<file path="config.mk">
export PLATFORM = sky130hd
export DESIGN_NAME = array_rf_arbiter_flat
export DESIGN_NICKNAME = d
export VERILOG_FILES = /design/src/rtl/array_rf_arbiter_if.sv /design/src/rtl/array_rf_arbiter.sv /design/src/flat_wrapper.sv
export SDC_FILE = /design/constraint.sdc
export NUM_CORES = 1
export LEC_CHECK = 0
export ABC_AREA = 0
export CORE_UTILIZATION = 47
export CTS_BUF_LIST = sky130_fd_sc_hd__clkbuf_4
export CTS_CLUSTER_SIZE = 10
export DETAILED_ROUTE_END_ITERATION = 8
export GPL_TIMING_DRIVEN = 0
export PLACE_DENSITY_LB_ADDON = 0.2
export SYNTH_ARGS = -nofsm -noshare
export SYNTH_HDL_FRONTEND = slang
export SYNTH_SLANG_ARGS = --single-unit
</file>
<file path="constraint.sdc">
create_clock -name clk -period 2.4 [get_ports clk]
set_input_delay 0.48 -clock clk [delete_from_list [all_inputs] [get_ports clk]]
set_output_delay 0.48 -clock clk [all_outputs]
set_load 0.05 [all_outputs]
</file>
<file path="src/rtl/array_rf_arbiter_if.sv">
// Request/response bundle between two requesters and the shared
// register-file arbiter.
interface array_rf_arbiter_if #(
  parameter int WIDTH = 8,
  parameter int AW    = 2
);
  logic             req    [1:0];
  logic             we     [1:0];
  logic [AW-1:0]    addr   [1:0];
  logic [WIDTH-1:0] wdata  [1:0];
  logic             gnt    [1:0];
  logic             rvalid [1:0];
  logic [WIDTH-1:0] rdata;

  modport master (
    output req, we, addr, wdata,
    input  gnt, rvalid, rdata
  );

  modport slave (
    input  req, we, addr, wdata,
    output gnt, rvalid, rdata
  );
endinterface

</file>
<file path="src/rtl/array_rf_arbiter.sv">
// Two-requester round-robin arbiter in front of a small register file
// with a registered, shared read-data port.
module array_rf_arbiter #(
  parameter int DEPTH = 4,
  parameter int WIDTH = 8,
  parameter int AW    = 2
) (
  input  logic             clk,
  input  logic             rst,
  array_rf_arbiter_if.slave bus,
  output logic [WIDTH-1:0] mem_o [DEPTH-1:0]
);

  logic [WIDTH-1:0] mem [DEPTH-1:0];
  logic             last;
  logic             g_any;
  logic             g_idx;
  logic             we_sel;
  logic [AW-1:0]    addr_sel;
  logic [WIDTH-1:0] wdata_sel;
  logic             rv0;
  logic             rv1;
  logic [WIDTH-1:0] rdata_q;

  // Contention goes to the requester that did not win last time.
  always_comb begin
    g_any = 1'b0;
    g_idx = 1'b0;
    if (!rst) begin
      unique case ({bus.req[1], bus.req[0]})
        2'b11: begin
          g_any = 1'b1;
          g_idx = ~last;
        end
        2'b01: begin
          g_any = 1'b1;
          g_idx = 1'b0;
        end
        2'b10: begin
          g_any = 1'b1;
          g_idx = 1'b1;
        end
        default: begin
          g_any = 1'b0;
          g_idx = 1'b0;
        end
      endcase
    end
  end

  always_comb begin
    we_sel    = bus.we[g_idx];
    addr_sel  = bus.addr[g_idx];
    wdata_sel = bus.wdata[g_idx];
  end

  assign bus.gnt[0] = g_any & ~g_idx;
  assign bus.gnt[1] = g_any &  g_idx;

  always_ff @(posedge clk) begin
    if (rst) begin
      for (int i = 0; i < DEPTH; i++) begin
        mem[i] <= '0;
      end
      last    <= 1'b1;
      rdata_q <= '0;
      rv0     <= 1'b0;
      rv1     <= 1'b0;
    end else begin
      rv0 <= g_any & ~we_sel & ~g_idx;
      rv1 <= g_any & ~we_sel &  g_idx;
      if (g_any) begin
        last <= g_idx;
        if (we_sel) begin
          mem[addr_sel] <= wdata_sel;
        end else begin
          rdata_q <= mem[addr_sel];
        end
      end
    end
  end

  assign bus.rvalid[0] = rv0;
  assign bus.rvalid[1] = rv1;
  assign bus.rdata     = rdata_q;
  assign mem_o         = mem;

endmodule

</file>
<file path="src/flat_wrapper.sv">
// flat-port wrapper written by rule: the top's interface ports become plain ports
module array_rf_arbiter_flat 
#(
  parameter int DEPTH = 4,
  parameter int WIDTH = 8,
  parameter int AW    = 2
)
  (clk, rst, mem_o, bus_req, bus_we, bus_addr, bus_wdata, bus_gnt, bus_rvalid, bus_rdata);
  array_rf_arbiter_if #(.WIDTH(WIDTH), .AW(AW)) bus_i ();
  input  logic clk;
  input  logic rst;
  output logic [WIDTH-1:0] mem_o[DEPTH-1:0];
  input wire logic [$bits(bus_i.req)-1:0] bus_req;
  input wire logic [$bits(bus_i.we)-1:0] bus_we;
  input wire logic [$bits(bus_i.addr)-1:0] bus_addr;
  input wire logic [$bits(bus_i.wdata)-1:0] bus_wdata;
  output wire logic [$bits(bus_i.gnt)-1:0] bus_gnt;
  output wire logic [$bits(bus_i.rvalid)-1:0] bus_rvalid;
  output wire logic [$bits(bus_i.rdata)-1:0] bus_rdata;
  assign bus_i.req = {>>{bus_req}};
  assign bus_i.we = {>>{bus_we}};
  assign bus_i.addr = {>>{bus_addr}};
  assign bus_i.wdata = {>>{bus_wdata}};
  assign bus_gnt = {>>{bus_i.gnt}};
  assign bus_rvalid = {>>{bus_i.rvalid}};
  assign bus_rdata = bus_i.rdata;
  array_rf_arbiter #(.DEPTH(DEPTH), .WIDTH(WIDTH), .AW(AW)) u_core (.clk(clk), .rst(rst), .bus(bus_i), .mem_o(mem_o));
endmodule
</file>
==> flow_metrics.tcl <==
set metrics [dict create \
    status "finished, final reports clean" \
    diodes 0 \
    r2r-start "u_core.last" \
    ys.warnings.count 0 \
    slew_violations 0 \
    total_power_mw 1.535 \
    layout_commonest_cell "clkdlybuf4s50_1" \
    multi_input_area_mm2 0.001126 \
    p_int_mw 1.013 \
    grt_max_degree 14 \
    power_density_mw_per_mm2 523.5 \
    vias 2134 \
    drtAntennaViolNets 0 \
    async_flop_share_pct 0 \
    grt_pass1_vias 1950 \
    hp-class "input pin to register" \
    drc 0 \
    grt_overflow_total 0 \
    wire_per_inst_um 15.98 \
    rows 24 \
    numCtsBuffers 5 \
    portBuffers 68 \
    p_switching_uw 521.3 \
    p_leak_nw 1.024 \
    drive_gt1_share_pct 16.72 \
    fin_crit_sh_pct 96.77 \
    h-tree-depth 2 \
    min-delay-start "rst" \
    cts_buffer_depth 2 \
    initial_core_util_pct 48.74 \
    die_w_um 69.20 \
    ys_seq_elements 43 \
    cts_num_sinks 43 \
    boundaryPins 70 \
    drt_wl_total_mm 5.896 \
    holdPathEnd "u_core.mem_o[5]" \
    setup_viol 0 \
    core-area_mm2 0.004354 \
    worstPathMaxFanout 10 \
    worstSetupPathType "input pin to register" \
    peakVddDrop_uv 336.6 \
    syn-cell-area_mm2 0.002122 \
    layout_common_cells "clkdlybuf4s50_1, dfxtp_1, a21oi_1" \
    synth-seq-area-share_pct 40.57 \
    slew_headroom_pct 56.21 \
    pwr-share-seq_pct 49.8 \
    synth_cell_types 39 \
    cpMaxStageDelayCell "or4_4" \
    ff_latch_area_um2 860.8 \
    crit_path_max_incr_delay_ns 0.55 \
    skew_ns 0.005101 \
    track_usage_pct 25.59 \
    die_y_um 69.20 \
    min_path_cells 2 \
    worst_pin_slew_ns 0.6568 \
    rsz0062_at_grt "false" \
    clock_latency_ns 0.36 \
    reg2reg_depth 7 \
    arrival_ns 2.56 \
    synth_ff_type "dfxtp_1" \
    antenna_found_initial 0 \
    nFillCells 394 \
    hold_buffers 0 \
    synth_fp_nets 266 \
    end_kind "register" \
    cts_tree "yes" \
    drt-initial-drc-count 162 \
    clk_pin_slew_ns 0.13 \
    timing.final.crit_period_ns 2.322 \
    grt_pass1_wl_mm 9.867 \
    max-cap-violations 0 \
    place_congestion 0.9094 \
    vias_per_cell 5.783 \
    root_buffer "clkbuf_4" \
    synth_edf_count 0 \
    dieArea_mm2 0.004788 \
    synth_cells 240 \
    finalHoldViolCount 0 \
    dp_cells 360 \
    required_ns 2.64 \
    rr_endpoint "u_core.mem_o[19]" \
    sw_frac_of_total_pct 33.97 \
    startpoint_type "input pin" \
    dp_hpwl_mm 4.411 \
    nNetsFinal 342 \
    layout.cells.non_filler 369 \
    cp_common_cell "buf_6" \
    syn2layout_area_growth_pct 38.15 \
    syn_avg_cell_area_um2 8.842 \
    p_clk_share_pct 22.7 \
    reg2reg_setup_slack_ns 0.36 \
    combPwrFrac_pct 27.5 \
    dr.pass1.iters 4 \
    crit_chain "clkdlybuf4s50_1 > a21boi_4 > a32oi_1 > or4_4 > buf_6 > buf_6 > o21ai_1 > a21oi_1" \
    fmax_mhz 430.6 \
]
[critical path: cells and delay by family]
kind                   cells  cell delay (ns)
AND/OR/NAND/NOR            1             0.55
AO/OA/AOI/OAI              4             0.72
buffers and inverters      3             0.80
[power by group through the flow]
| stage | Sequential [mW] | Combinational [mW] | Clock (mW) |
|---|---|---|---|
| CTS | 0.765 | 0.418 | 0.350 |
| finish | 0.765 | 0.422 | 0.348 |
| detailed placement | 0.781 | 0.417 | 0 |
| floorplan | 0.876 | 0.174 | 0 |
| global placement | 0.779 | 0.413 | 0 |
| global route | 0.770 | 0.448 | 0.394 |
[worst max-delay path by stage]
stage               startpoint          endpoint  depth (start not counted)
detailed placement  bus_req[0]        bus_gnt[1]                          5
global placement    bus_req[0]        bus_gnt[1]                          5
CTS                        rst        bus_gnt[0]                          5
global route        bus_req[1]  u_core.mem_o[19]                          8
finish              bus_req[1]  u_core.mem_o[19]                          8
floorplan                  rst        bus_gnt[0]                          4
[state kept, by name, summed over array words and instances, names as in the netlist]
register          cells
u_core.rv0            1
u_core.last           1
u_core.mem_o         32
u_core.bus.rdata      8
u_core.rv1            1
[metrics by stage]
| step | hold WS, ns | area, um^2 | util, % | setup WS [ns] | TNS [ns] |
|---|---|---|---|---|---|
| finish | 0.4331 | 2932 | 67.33 | 0.07754 | 0 |
| global route | 0.4472 | 2932 | 67.33 | 0.001558 | 0 |
| CTS | 0.4286 | 2917 | 66.98 | 0.004614 | 0 |
| detailed placement | 0.4707 | 2868 | 65.86 | -0.6894 | -10.24 |
| global placement | 0.4627 | 2868 | 65.86 | -0.6495 | -8.859 |
| floorplan | 0.5340 | 2122 | - | 0.3876 | 0 |
[cells in the mapped netlist (2+ instances only)]
cell	count	share of area [%]
o21ai_2	7	2.9
buf_2	6	1.4
dfxtp_1	43	41
a21boi_2	2	1.1
o21ai_1	3	0.71
a21oi_1	41	9.7
mux2i_1	7	3.3
mux2_2	8	4.2
nand2_1	4	0.71
buf_6	3	1.6
a211oi_1	15	5.3
nand3_1	32	7.5
o21ai_0	23	5.4
or2_2	2	0.59
nor2_1	3	0.53
buf_4	5	1.8
nor3b_1	7	2.5
clkbuf_1	7	1.2
and3_1	2	0.59
[metal layers]
metal | global-route usage, % | routed length, um
met5 | 0 | 0
met4 | 6.803 | 44
met3 | 4.215 | 341
met2 | 40.56 | 2851
met1 | 36.10 | 2658
[logic make-up (layout without fill, tap and decap cells)]
logic type / Yosys count / in the layout / synth area share, %
and+or+nand+nor: 57 / 57 / 15.92
DFF: 43 / 43 / 40.57
AOI/OAI and AO/OA: 100 / 100 / 29.19
buffers and inverters: 25 / 102 / 6.780
muxes: 15 / 15 / 7.547
[what timing repair did]
action,CTS,global route
hold endpoints to repair,0,0
gates resized for setup,7,7
pin swaps,1,2
setup endpoints to repair,2,23
setup buffers,0,1
[final cells by class]
cell class                      count  area share [%]
Clock inverter                      3          0.5122
Multi-Input combinational cell    172           38.41
Tap cell                           52           2.219
Buffer                             23           4.738
Timing Repair Buffer               69           23.22
Inverter                            2          0.2561
Clock buffer                        5           1.280
Sequential cell                    43           29.36
No activity file was read; power rests on OpenSTA's default activity.
